==> src/rtl/alu_pkg.sv <==
// Shared op encodings, FSM state type and op-class helpers for alu_seq.
package alu_pkg;

  localparam logic [4:0] OP_ADD    = 5'h00;
  localparam logic [4:0] OP_SUB    = 5'h01;
  localparam logic [4:0] OP_AND    = 5'h02;
  localparam logic [4:0] OP_OR     = 5'h03;
  localparam logic [4:0] OP_XOR    = 5'h04;
  localparam logic [4:0] OP_SLL    = 5'h05;
  localparam logic [4:0] OP_SRL    = 5'h06;
  localparam logic [4:0] OP_SRA    = 5'h07;
  localparam logic [4:0] OP_SLT    = 5'h08;
  localparam logic [4:0] OP_SLTU   = 5'h09;
  localparam logic [4:0] OP_MUL    = 5'h10;
  localparam logic [4:0] OP_MULH   = 5'h11;
  localparam logic [4:0] OP_MULHSU = 5'h12;
  localparam logic [4:0] OP_MULHU  = 5'h13;
  localparam logic [4:0] OP_DIV    = 5'h14;
  localparam logic [4:0] OP_DIVU   = 5'h15;
  localparam logic [4:0] OP_REM    = 5'h16;
  localparam logic [4:0] OP_REMU   = 5'h17;

  typedef enum logic [1:0] {S_IDLE, S_MUL, S_DIV, S_DONE} state_t;

  function automatic logic is_muldiv_op(input logic [4:0] op);
    return op[4:3] == 2'b10;
  endfunction

  function automatic logic is_signed_a(input logic [4:0] op);
    return op inside {OP_MULH, OP_MULHSU, OP_DIV, OP_REM};
  endfunction

  function automatic logic is_signed_b(input logic [4:0] op);
    return op inside {OP_MULH, OP_DIV, OP_REM};
  endfunction

endpackage

==> src/rtl/alu_seq_if.sv <==
// Operand/result handshake bundle between the execute stage and alu_seq.
interface alu_seq_if #(
  parameter int XLEN = 32
);
  logic            in_valid;
  logic            in_ready;
  logic [4:0]      op;
  logic [XLEN-1:0] a;
  logic [XLEN-1:0] b;
  logic            out_valid;
  logic            out_ready;
  logic [XLEN-1:0] result;
  logic            zero;
  logic            illegal;

  modport master (
    output in_valid, op, a, b, out_ready,
    input  in_ready, out_valid, result, zero, illegal
  );

  modport slave (
    input  in_valid, op, a, b, out_ready,
    output in_ready, out_valid, result, zero, illegal
  );
endinterface

==> src/rtl/alu_seq_divider.sv <==
// Restoring divider for DIV/DIVU/REM/REMU, one quotient bit per cycle, plus
// detection of the divide-by-zero and signed-overflow shortcuts.
module alu_seq_divider
  import alu_pkg::*;
#(
  parameter int XLEN = 32
) (
  input  logic            clk,
  input  logic            rst,
  input  logic            flush,
  input  logic            start,
  input  logic [4:0]      op,
  input  logic [XLEN-1:0] a,
  input  logic [XLEN-1:0] b,
  output logic            special,
  output logic [XLEN-1:0] special_res,
  output logic            done,
  output logic [XLEN-1:0] res
);
  localparam int            CW   = $clog2(XLEN) + 1;
  localparam logic [CW-1:0] LAST = CW'(XLEN - 1);

  logic [XLEN-1:0] q, r, d, q_nxt, r_nxt, ma, mb;
  logic [XLEN:0]   trial, diff;
  logic [CW-1:0]   cnt;
  logic            run, qneg, rneg, rem_q, sa, sb, b_zero, ovf;

  assign b_zero  = (b == '0);
  assign ovf     = is_signed_a(op) && (a == {1'b1, {(XLEN-1){1'b0}}}) && (&b);
  assign special = b_zero || ovf;

  // op[1] separates REM/REMU from DIV/DIVU
  always_comb begin
    special_res = '0;
    if (b_zero)   special_res = op[1] ? a : '1;
    else if (ovf) special_res = op[1] ? '0 : a;
  end

  assign sa = is_signed_a(op) && a[XLEN-1];
  assign sb = is_signed_b(op) && b[XLEN-1];
  assign ma = sa ? -a : a;
  assign mb = sb ? -b : b;

  assign trial = {r, q[XLEN-1]};
  assign diff  = trial - {1'b0, d};
  assign q_nxt = {q[XLEN-2:0], ~diff[XLEN]};
  assign r_nxt = diff[XLEN] ? trial[XLEN-1:0] : diff[XLEN-1:0];

  // Result is taken from the last step's next values so completion costs no extra cycle.
  assign done = run && (cnt == LAST);
  assign res  = rem_q ? (rneg ? -r_nxt : r_nxt) : (qneg ? -q_nxt : q_nxt);

  always_ff @(posedge clk) begin
    if (rst || flush) begin
      run <= 1'b0;
      cnt <= '0;
    end else if (start) begin
      run   <= 1'b1;
      cnt   <= '0;
      q     <= ma;
      d     <= mb;
      r     <= '0;
      qneg  <= sa ^ sb;
      rneg  <= sa;
      rem_q <= op[1];
    end else if (run) begin
      q   <= q_nxt;
      r   <= r_nxt;
      cnt <= cnt + 1'b1;
      if (done) run <= 1'b0;
    end
  end

endmodule

==> src/rtl/alu_seq.sv <==
// Handshaked sequential ALU: registered base ops plus iterative multiply/divide,
// the latter present only when ALU_SEQ_MULDIV_EN is defined.
module alu_seq
  import alu_pkg::*;
#(
  parameter int XLEN = 32
) (
  input  logic     clk,
  input  logic     rst,
  input  logic     flush,
  output logic     busy,
  alu_seq_if.slave bus
);
  // state  | meaning
  // S_IDLE | waiting for an op, in_ready high
  // S_MUL  | shift-add multiply, one multiplier bit per cycle
  // S_DIV  | restoring divide running in alu_seq_divider
  // S_DONE | result held until out_ready
  localparam int SW = $clog2(XLEN);

  state_t          state, state_n;
  logic            accept, load, illegal_n, base_ok;
  logic [XLEN-1:0] base_res, result_n, result_q;
  logic            zero_q, illegal_q;

  assign accept = bus.in_valid && (state == S_IDLE) && !flush;

  always_comb begin
    base_res = '0;
    base_ok  = 1'b1;
    case (bus.op)
      OP_ADD:  base_res = bus.a + bus.b;
      OP_SUB:  base_res = bus.a - bus.b;
      OP_AND:  base_res = bus.a & bus.b;
      OP_OR:   base_res = bus.a | bus.b;
      OP_XOR:  base_res = bus.a ^ bus.b;
      OP_SLL:  base_res = bus.a << bus.b[SW-1:0];
      OP_SRL:  base_res = bus.a >> bus.b[SW-1:0];
      OP_SRA:  base_res = $unsigned($signed(bus.a) >>> bus.b[SW-1:0]);
      OP_SLT:  base_res = XLEN'($signed(bus.a) < $signed(bus.b));
      OP_SLTU: base_res = XLEN'(bus.a < bus.b);
      default: base_ok  = 1'b0;
    endcase
  end

`ifdef ALU_SEQ_MULDIV_EN
  localparam logic [SW:0] MUL_LAST = (SW+1)'(XLEN - 1);

  logic [2*XLEN-1:0] prod, prod_nxt, prod_fix;
  logic [XLEN:0]     psum;
  logic [XLEN-1:0]   mcand, ma, mb, mul_res, div_sres, div_res;
  logic [SW:0]       cnt;
  logic              mneg, mhigh, sa, sb, div_start, div_special, div_done;

  assign sa = is_signed_a(bus.op) && bus.a[XLEN-1];
  assign sb = is_signed_b(bus.op) && bus.b[XLEN-1];
  assign ma = sa ? -bus.a : bus.a;
  assign mb = sb ? -bus.b : bus.b;

  assign psum     = {1'b0, prod[2*XLEN-1:XLEN]} + (prod[0] ? {1'b0, mcand} : {(XLEN+1){1'b0}});
  assign prod_nxt = {psum, prod[XLEN-1:1]};
  // Sign is applied once to the full-width product, after the last partial sum.
  assign prod_fix = mneg ? -prod_nxt : prod_nxt;
  assign mul_res  = mhigh ? prod_fix[2*XLEN-1:XLEN] : prod_fix[XLEN-1:0];

  always_ff @(posedge clk) begin
    if (rst || flush) begin
      cnt <= '0;
    end else if (accept) begin
      cnt   <= '0;
      prod  <= {{XLEN{1'b0}}, mb};
      mcand <= ma;
      mneg  <= sa ^ sb;
      mhigh <= (bus.op != OP_MUL);
    end else if (state == S_MUL) begin
      prod <= prod_nxt;
      cnt  <= cnt + 1'b1;
    end
  end

  alu_seq_divider #(.XLEN(XLEN)) u_div (
    .clk         (clk),
    .rst         (rst),
    .flush       (flush),
    .start       (div_start),
    .op          (bus.op),
    .a           (bus.a),
    .b           (bus.b),
    .special     (div_special),
    .special_res (div_sres),
    .done        (div_done),
    .res         (div_res)
  );

  assign busy = (state == S_MUL) || (state == S_DIV);
`else
  assign busy = 1'b0;
`endif

  always_comb begin
    state_n   = state;
    load      = 1'b0;
    result_n  = '0;
    illegal_n = 1'b0;
`ifdef ALU_SEQ_MULDIV_EN
    div_start = 1'b0;
`endif
    case (state)
      S_IDLE: if (accept) begin
        state_n   = S_DONE;
        load      = 1'b1;
        result_n  = base_res;
        illegal_n = !base_ok;
`ifdef ALU_SEQ_MULDIV_EN
        if (is_muldiv_op(bus.op)) begin
          illegal_n = 1'b0;
          if (!bus.op[2]) begin
            state_n = S_MUL;
            load    = 1'b0;
          end else if (div_special) begin
            result_n = div_sres;
          end else begin
            state_n   = S_DIV;
            load      = 1'b0;
            div_start = 1'b1;
          end
        end
`endif
      end
`ifdef ALU_SEQ_MULDIV_EN
      S_MUL: if (cnt == MUL_LAST) begin
        state_n  = S_DONE;
        load     = 1'b1;
        result_n = mul_res;
      end
      S_DIV: if (div_done) begin
        state_n  = S_DONE;
        load     = 1'b1;
        result_n = div_res;
      end
`endif
      S_DONE:  if (bus.out_ready) state_n = S_IDLE;
      default: state_n = S_IDLE;
    endcase
    if (flush) begin
      state_n = S_IDLE;
      load    = 1'b0;
`ifdef ALU_SEQ_MULDIV_EN
      div_start = 1'b0;
`endif
    end
  end

  always_ff @(posedge clk) begin
    if (rst) state <= S_IDLE;
    else     state <= state_n;
  end

  always_ff @(posedge clk) begin
    if (rst) begin
      result_q  <= '0;
      zero_q    <= 1'b1;
      illegal_q <= 1'b0;
    end else if (load) begin
      result_q  <= result_n;
      zero_q    <= (result_n == '0);
      illegal_q <= illegal_n;
    end
  end

  assign bus.in_ready  = (state == S_IDLE);
  assign bus.out_valid = (state == S_DONE);
  assign bus.result    = result_q;
  assign bus.zero      = zero_q;
  assign bus.illegal   = illegal_q;

endmodule

==> src/flat_wrapper.sv <==
// flat-port wrapper written by rule: the top's interface ports become plain ports
module alu_seq_flat import alu_pkg::*;
#(
  parameter int XLEN = 32
)
  (clk, rst, flush, busy, bus_in_valid, bus_op, bus_a, bus_b, bus_out_ready, bus_in_ready, bus_out_valid, bus_result, bus_zero, bus_illegal);
  alu_seq_if #(.XLEN(XLEN)) bus_i ();
  input  logic clk;
  input  logic rst;
  input  logic flush;
  output logic busy;
  input wire logic [$bits(bus_i.in_valid)-1:0] bus_in_valid;
  input wire logic [$bits(bus_i.op)-1:0] bus_op;
  input wire logic [$bits(bus_i.a)-1:0] bus_a;
  input wire logic [$bits(bus_i.b)-1:0] bus_b;
  input wire logic [$bits(bus_i.out_ready)-1:0] bus_out_ready;
  output wire logic [$bits(bus_i.in_ready)-1:0] bus_in_ready;
  output wire logic [$bits(bus_i.out_valid)-1:0] bus_out_valid;
  output wire logic [$bits(bus_i.result)-1:0] bus_result;
  output wire logic [$bits(bus_i.zero)-1:0] bus_zero;
  output wire logic [$bits(bus_i.illegal)-1:0] bus_illegal;
  assign bus_i.in_valid = bus_in_valid;
  assign bus_i.op = bus_op;
  assign bus_i.a = bus_a;
  assign bus_i.b = bus_b;
  assign bus_i.out_ready = bus_out_ready;
  assign bus_in_ready = bus_i.in_ready;
  assign bus_out_valid = bus_i.out_valid;
  assign bus_result = bus_i.result;
  assign bus_zero = bus_i.zero;
  assign bus_illegal = bus_i.illegal;
  alu_seq #(.XLEN(XLEN)) u_core (.clk(clk), .rst(rst), .flush(flush), .busy(busy), .bus(bus_i));
endmodule
==> config.mk <==
export PLATFORM = sky130hd
export DESIGN_NAME = alu_seq_flat
export DESIGN_NICKNAME = d
export VERILOG_FILES = /design/src/rtl/alu_pkg.sv /design/src/rtl/alu_seq_if.sv /design/src/rtl/alu_seq_divider.sv /design/src/rtl/alu_seq.sv /design/src/flat_wrapper.sv
export SDC_FILE = /design/constraint.sdc
export NUM_CORES = 1
export LEC_CHECK = 0
export CORE_AREA = 2 2 153 155
export CTS_CLUSTER_SIZE = 10
export DETAILED_ROUTE_END_ITERATION = 16
export DIE_AREA = 0 0 155 157
export PLACE_DENSITY = 0.75
export SKIP_LAST_GASP = 1
export SLEW_MARGIN = 20
export SYNTH_ARGS = -nofsm -noshare
export SYNTH_HDL_FRONTEND = slang
export SYNTH_HIERARCHICAL = 1
export SYNTH_SLANG_ARGS = --single-unit
==> constraint.sdc <==
create_clock -name clk -period 6.6 [get_ports clk]
set_clock_uncertainty 0.15 [all_clocks]
set_input_delay 0.66 -clock clk [delete_from_list [all_inputs] [get_ports clk]]
set_output_delay 0.66 -clock clk [all_outputs]
set_load 0.01 [all_outputs]
==> impl_metrics.csv, run 1 <==
group,metric,value,unit
sta,tns,0,ps
grt,grt_pass1_wl,84.8,mm
synthesis,ys_seq_area_frac,0.0631,
critical_path,rr_startpoint,"u_core/state[0]$_SDFFE_PP0P_",
final_layout,drive_gt1_frac,0.102,
synthesis,yosysTopAreaCellShare,0.113,
final_layout,ff_latch_area,701,µm²
critical_path,crit_path_start_kind,"input port",
synthesis,ys_ff_latch,35,
grt,grt-ovfl-total,0,
cts,insertion_delay,280,ps
detailed_routing,vias,14100,
floorplanning,pin_count,111,
power,power.switching,706,µW
cts,cts_resized,0,
placed_design,dp.cells,1912,
final_layout,multi_input_area,9530,µm²
worst_hold_path,hold_path_class,"flop to flop",
sta,max_freq,188,MHz
critical_path,slowest_delay,770,ps
cts,h-tree-depth,2,
final_layout,final_cells,1921,
synthesis,synthMuxAreaShare,0.155,
run_status,outcome,"completed",
synthesis,synthTopCellsByArea,"ha_1, mux4_2, dfxtp_1",
critical_path,required,6680,ps
synthesis,synth_cell_type_count,88,
grt,grt_pass1_vias,13200,
detailed_routing,wl_per_cell,30.3,µm
synthesis,synth_top_family_by_area,"compound AO/OA/AOI/OAI gates",
synthesis,synthSimpleGateAreaFrac,0.254,
detailed_routing,drc,0,
synthesis,syn_area,11100,µm²
detailed_routing,wl,58.2,mm
sta,tightestPinTransition,1130,ps
synthesis,yosysWarnings,6,
placed_design,dp_hpwl,46.6,mm
synthesis,yosysMostFrequentCell,"nor2_1",
detailed_routing,drt_iter0_drc,2170,
grt,antenna_found_initial,2,
floorplanning,die_w,155,µm
cts,tritoncts,"yes",
synthesis,synthTopCellsByCount,"nor2_1, nand2_1, a21oi_1, ha_1, inv_1",
floorplanning,core,22500,µm²
placed_design,gp_congestion,1.08,
power,clkPwrFrac,0.171,
power,swShare,0.507,
grt,grt.total_usage,0.466,
cts,clock-sinks,35,
detailed_routing,antenna_left,0,
floorplanning,num_rows,55,
final_layout,syn_to_final_growth,13.0,%
floorplanning,die_h,157,µm
sta,rsz0062_at_grt,"no",
sta,drv_slew,0,
power,p_per_area,111,nW/µm²
power,seqPwrFrac,0.156,
critical_path,worstPathCellList,"clkdlybuf4s50_1, buf_4, inv_1, ha_1, nor2_1, nand3_1, a2111oi_0, nor3_1, o21a_1, o2111ai_1, a21boi_0, nand4_1, nor3_1, and4_1, a41o_1",
synthesis,synth_top_cell_by_area,"ha_1",
power,p_comb_frac,0.673,
critical_path,crit_buf_inv,3,
sta,period_share,0.806,
cts,path_clk_slew,60,ps
critical_path,cp-startpoint,"bus_a[11]",
cts,ctsHoldBuffers,0,
grt,grt_max_degree,55,
power,leakage,0.00493,µW
critical_path,cp_common_cell,"nor3_1",
sta,maxSlewHeadroom,0.237,
final_layout,nNetsFinal,1810,
floorplanning,die_area,24300,µm²
placed_design,port_buffers,109,
floorplanning,start_util,0.493,
worst_hold_path,worstHoldStart,"u_core/bus.result[29]$_SDFFE_PP0P_",
cts,clock_path_buffers,2,
power,p_int,688,µW
synthesis,synth_compound_area_frac,0.312,
detailed_routing,firstDrtPassIters,7,
critical_path,crit_fanout,14,
sta,setup_viol,0,
synthesis,syn-num-nets,1762,
cts,clockRootBuffer,"clkbuf_16",
job,maxCapViolCount,0,
power,worst_ir_drop_vdd,0.0952,mV
critical_path,critPathArrivalTime,5400,ps
critical_path,crit_type,"input port to flop",
synthesis,synth_edf_count,0,
synthesis,synthXorXnorAreaFrac,0.0197,
synthesis,avgSynthCellArea,7.00,µm²
sta,finalCriticalPeriod,5320,ps
final_layout,nFillCells,2241,
synthesis,synth_cells,1586,
cts,cts_setup_buffers,0,
synthesis,ys.flop_type,"dfxtp_1",
cts,cts_made_buffers,5,
critical_path,critPathTopFamily,"compound AO/OA/AOI/OAI gates",
synthesis,synth_fa_ha_area_frac,0.116,
sta,hold_viol_final,0,
detailed_routing,via_per_inst,7.35,
synthesis,synth-async-reset-ratio,0,
critical_path,worstSetupEndpointType,"flop",
critical_path,cpMaxStageDelayCell,"a2111oi_0",
## power by group through the flow
stage | registers (µW) | logic [µW] | clock network (µW)
after floorplan | 223 | 563 | 0
after global placement | 221 | 882 | 0
after detailed placement | 222 | 886 | 0
after CTS | 217 | 892 | 239
after global routing | 217 | 980 | 249
final | 217 | 939 | 238
## cells by family after synthesis
family                   count (synthesis)
AND/OR/NAND/NOR                        586
AO/OA/AOI/OAI                          502
buffers and inverters                  214
multiplexers                           121
adder cells (fa/ha/maj)                102
flip-flops                              35
XOR/XNOR                                25
other                                    1
## through the flow
stage               setup WS (ps)  hold WS [ps]  total power, µW  utilization  area (µm²)
detailed placement           1240           296             1110        0.551       12400
global route                 1060           327             1450        0.558       12500
floorplan                    2030           331              786            -       11100
finish                       1280           304             1390        0.558       12600
global placement             1220           294             1100        0.551       12400
CTS                          1510           304             1350        0.558       12500
## sequential cells by signal (all words and copies together), names as in the netlist
signal              flops
u_core/bus.illegal      1
u_core/state            1
u_core/bus.result      32
u_core/bus.zero         1
## per-layer routing
layer / GRT usage / up-vias / part of all wire
li1: - / 6092 / -
met1: 0.601 / 6601 / 0.38
met2: 0.686 / 1177 / 0.41
met3: 0.126 / 249 / 0.13
met4: 0.301 / 0 / 0.083
met5: 0 / - / 0
## cells in the final DEF (no fill, tap or decap), drive strengths merged, types with 10 or more instances in the layout
master	count
nand2	153
o21ai	80
a221oi	11
nor2b	22
nand2b	17
o211ai	23
a22oi	23
or4	11
a31oi	15
inv	93
o21bai	10
a211o	11
a21oi	113
o31ai	24
nand3	48
xnor2	20
and3	12
mux2	42
mux4	36
dfxtp	35
a21o	10
clkdlybuf4s50	105
nor3	58
buf	55
mux2i	43
o22ai	24
nor4	23
nor2	163
a2111oi	13
ha	100
a211oi	31
o2111ai	10
nand4	28
## cell type report
class / instances / share of cell area
well taps: 285 / 0.0284
clock inverters: 1 / 0.000399
clock buffers: 6 / 0.0111
repair buffers: 160 / 0.116
flip-flops and latches: 35 / 0.0558
inverters: 95 / 0.0284
multi-input cells: 1337 / 0.759
diodes: 2 / 0.000399
## worst paths after layout
check | to | slack, ps | cells after the start
max | u_core/bus.zero$_SDFFE_PP1P_ | 1280 | 15
min reg2reg | u_core/bus.result[29]$_SDFFE_PP0P_ | 300 | 2
max reg2reg | u_core/bus.zero$_SDFFE_PP1P_ | 3310 | 9
min | u_core/bus.result[29]$_SDFFE_PP0P_ | 300 | 2
## worst reg2reg max path, stage by stage, from the launching register on
cell and delay, ps:
dfxtp_1 350, nor3b_1 570, nand2_1 170, nor2_2 510, buf_4 410, o21ai_0 320, nand4_1 180, nor3_1 90
and4_1 190, a41o_1 250
(Power assumes the default switching activity.)
==> run 2: changes to the inputs <==
- PLACE_DENSITY: 0.75 -> 0.78
- clock period: 6.6 -> 4.52 ns (I/O delays scaled with it)
==> run 2 against run 1 <==
Compared with the run above:
- clock power up 43%
- die area did not move
- core utilization is 7.1 points higher
- worst setup slack got worse by 1100 ps
- wire length increased by 4.1%
- total power is 60% higher
- final area rose by 13%
- first-iteration DRC count increased by 21%
- via count is 7.0% higher
- sequential power increased by 46%
- critical endpoint unchanged
==> impl_metrics.csv, run 2 (synthesized netlist as in run 1, its figures left out) <==
group,metric,value,unit
critical_path,r2r_slack,1370,ps
grt,grt_max_degree,66,
sta,tightestPinTransition,1090,ps
floorplanning,start_util,0.493,
sta,fin_ws,133,ps
cts,path_clk_slew,50,ps
cts,h-tree-depth,2,
final_layout,final_common_cell,"buf_4",
floorplanning,num_rows,55,
placed_design,dp_hpwl,49.0,mm
placed_design,port_buffers,109,
grt,grt-ovfl-total,0,
worst_hold_path,holdPathStages,2,
sta,period_share,0.971,
final_layout,nNetsFinal,2015,
cts,cts_made_buffers,5,
critical_path,crit_path_start_kind,"input port",
grt,grt.total_usage,0.487,
worst_hold_path,worstHoldStart,"u_core/bus.result[27]$_SDFFE_PP0P_",
critical_path,critPathTopFamily,"simple AND/OR/NAND/NOR gates",
critical_path,worstSetupEndpointType,"flop",
cts,tritoncts,"yes",
run_status,outcome,"completed",
detailed_routing,antenna_left,0,
final_layout,mostFrequentLayoutCells,"buf_4, nor2_1, nand2_1, a21oi_1, clkdlybuf4s50_1",
final_layout,syn_to_final_growth,27.4,%
cts,insertion_delay,280,ps
critical_path,reg2reg_depth,10,
critical_path,rr_startpoint,"u_core/state[0]$_SDFFE_PP0P_",
power,worst_ir_drop_vdd,0.137,mV
cts,clockRootBuffer,"clkbuf_16",
final_layout,drive_gt1_frac,0.202,
floorplanning,pin_count,111,
power,p_per_area,158,nW/µm²
critical_path,worstPathCellList,"clkdlybuf4s50_1, nor3b_1, nand2_1, buf_4, o221a_2, nand4_1, nor4_1, and3_1, o2111ai_1, nor3_1, and4_1, a41o_1",
critical_path,cpMaxStageDelayCell,"nor3b_1",
power,leakage,0.00593,µW
sta,maxSlewHeadroom,0.271,
grt,antenna_found_initial,3,
sta,hold_viol_final,0,
detailed_routing,wl,60.5,mm
detailed_routing,firstDrtPassIters,8,
floorplanning,die_h,157,µm
sta,rsz0062_at_grt,"no",
critical_path,cp-startpoint,"bus_op[1]",
critical_path,reg2reg_to,"u_core/bus.zero$_SDFFE_PP1P_",
floorplanning,core,22500,µm²
detailed_routing,drc,0,
cts,clock-sinks,35,
detailed_routing,wl_per_cell,28.5,µm
worst_hold_path,holdPathEnd,"u_core/bus.result[27]$_SDFFE_PP0P_",
worst_hold_path,hold_path_class,"flop to flop",
sta,finalCriticalPeriod,4390,ps
critical_path,critPathArrivalTime,4400,ps
floorplanning,die_w,155,µm
cts,ctsHoldBuffers,0,
critical_path,crit_buf_inv,2,
placed_design,place_area,14000,µm²
grt,grt_pass1_wl,89.1,mm
final_layout,finalInstanceArea,14200,µm²
job,maxCapViolCount,0,
sta,max_freq,228,MHz
critical_path,slowest_delay,900,ps
cts,clock_path_buffers,2,
sta,tns,0,ps
detailed_routing,drt_iter0_drc,2616,
placed_design,place_ws,-14.0,ps
detailed_routing,vias,15100,
final_layout,final_util,0.629,
sta,setup_viol,0,
grt,grt_pass1_vias,14100,
critical_path,required,4540,ps
floorplanning,die_area,24300,µm²
placed_design,gp_congestion,1.12,
sta,drv_slew,0,
detailed_routing,via_per_inst,7.10,
critical_path,crit_type,"input port to flop",
critical_path,crit_fanout,10,
final_layout,largest_reg_flops,32,
==> run 2: changes by cell type in the layout (fill, tap and decap cells not counted), sizes merged <==
| cell | change |
|---|---|
| buf | +205 |
==> run 2: through the flow <==
| step | total power, µW | std cells | hold slack, ps |
|---|---|---|---|
| 2_1_floorplan | 1150 | 1586 | 331 |
| 3_5_place_dp | 1810 | 2117 | 297 |
| 4_1_cts | 2160 | 2124 | 303 |
| 6_report | 2230 | 2126 | 302 |
| 3_3_place_gp | 1800 | 2117 | 294 |
| 5_1_grt | 2320 | 2124 | 318 |
==> run 2: layout make-up <==
class | instances | area (µm²)
multi-input combinational | 1337 | 9530
fill | 2083 | 8350
timing repair buffer | 365 | 3060
sequential | 35 | 701
inverter | 95 | 357
tap | 285 | 357
clock buffer | 6 | 139
clock inverter | 1 | 5.00
antenna | 2 | 5.00
==> run 2: how the worst max path moves through the flow <==
stage	end	slack (ps)	cells past startpoint
after global routing	u_core/bus.zero$_SDFFE_PP1P_	40	12
after global placement	u_core/bus.zero$_SDFFE_PP1P_	80	15
after floorplan	u_core/bus.zero$_SDFFE_PP1P_	150	18
final	u_core/bus.zero$_SDFFE_PP1P_	130	12
after CTS	u_core/bus.zero$_SDFFE_PP1P_	270	15
after detailed placement	u_core/bus.zero$_SDFFE_PP1P_	-10	15
==> run 2: layer usage <==
metal  wire length [µm]  vias to the layer above  share of wire  track usage
li1                   -                     6512              -            -
met1              22600                     7073           0.37        0.621
met2              24700                     1212           0.41        0.728
met3               7600                      304           0.13        0.113
met4               5640                        4          0.093        0.336
met5                 26                        -        0.00043            0
==> run 2: power by group <==
part,switching (µW),internal [µW]
Clock,125,215
Sequential,3.42,314
Combinational,946,626
Total,1070,1160
==> run 2: worst reg2reg max path, stage by stage (launching register included) <==
cell	delay (ps)
dfxtp_1	360
nor3b_1	540
nand2_1	160
or2_2	540
a2111oi_0	450
nor3_1	90
a21boi_0	170
nand2_1	100
nor3_1	40
and4_1	210
a41o_1	240
==> run 2: timing repair <==
action,4_1_cts,5_1_grt
setup endpoints to repair,0,2
setup buffers,0,0
resized for setup,0,1
hold endpoints to repair,0,0
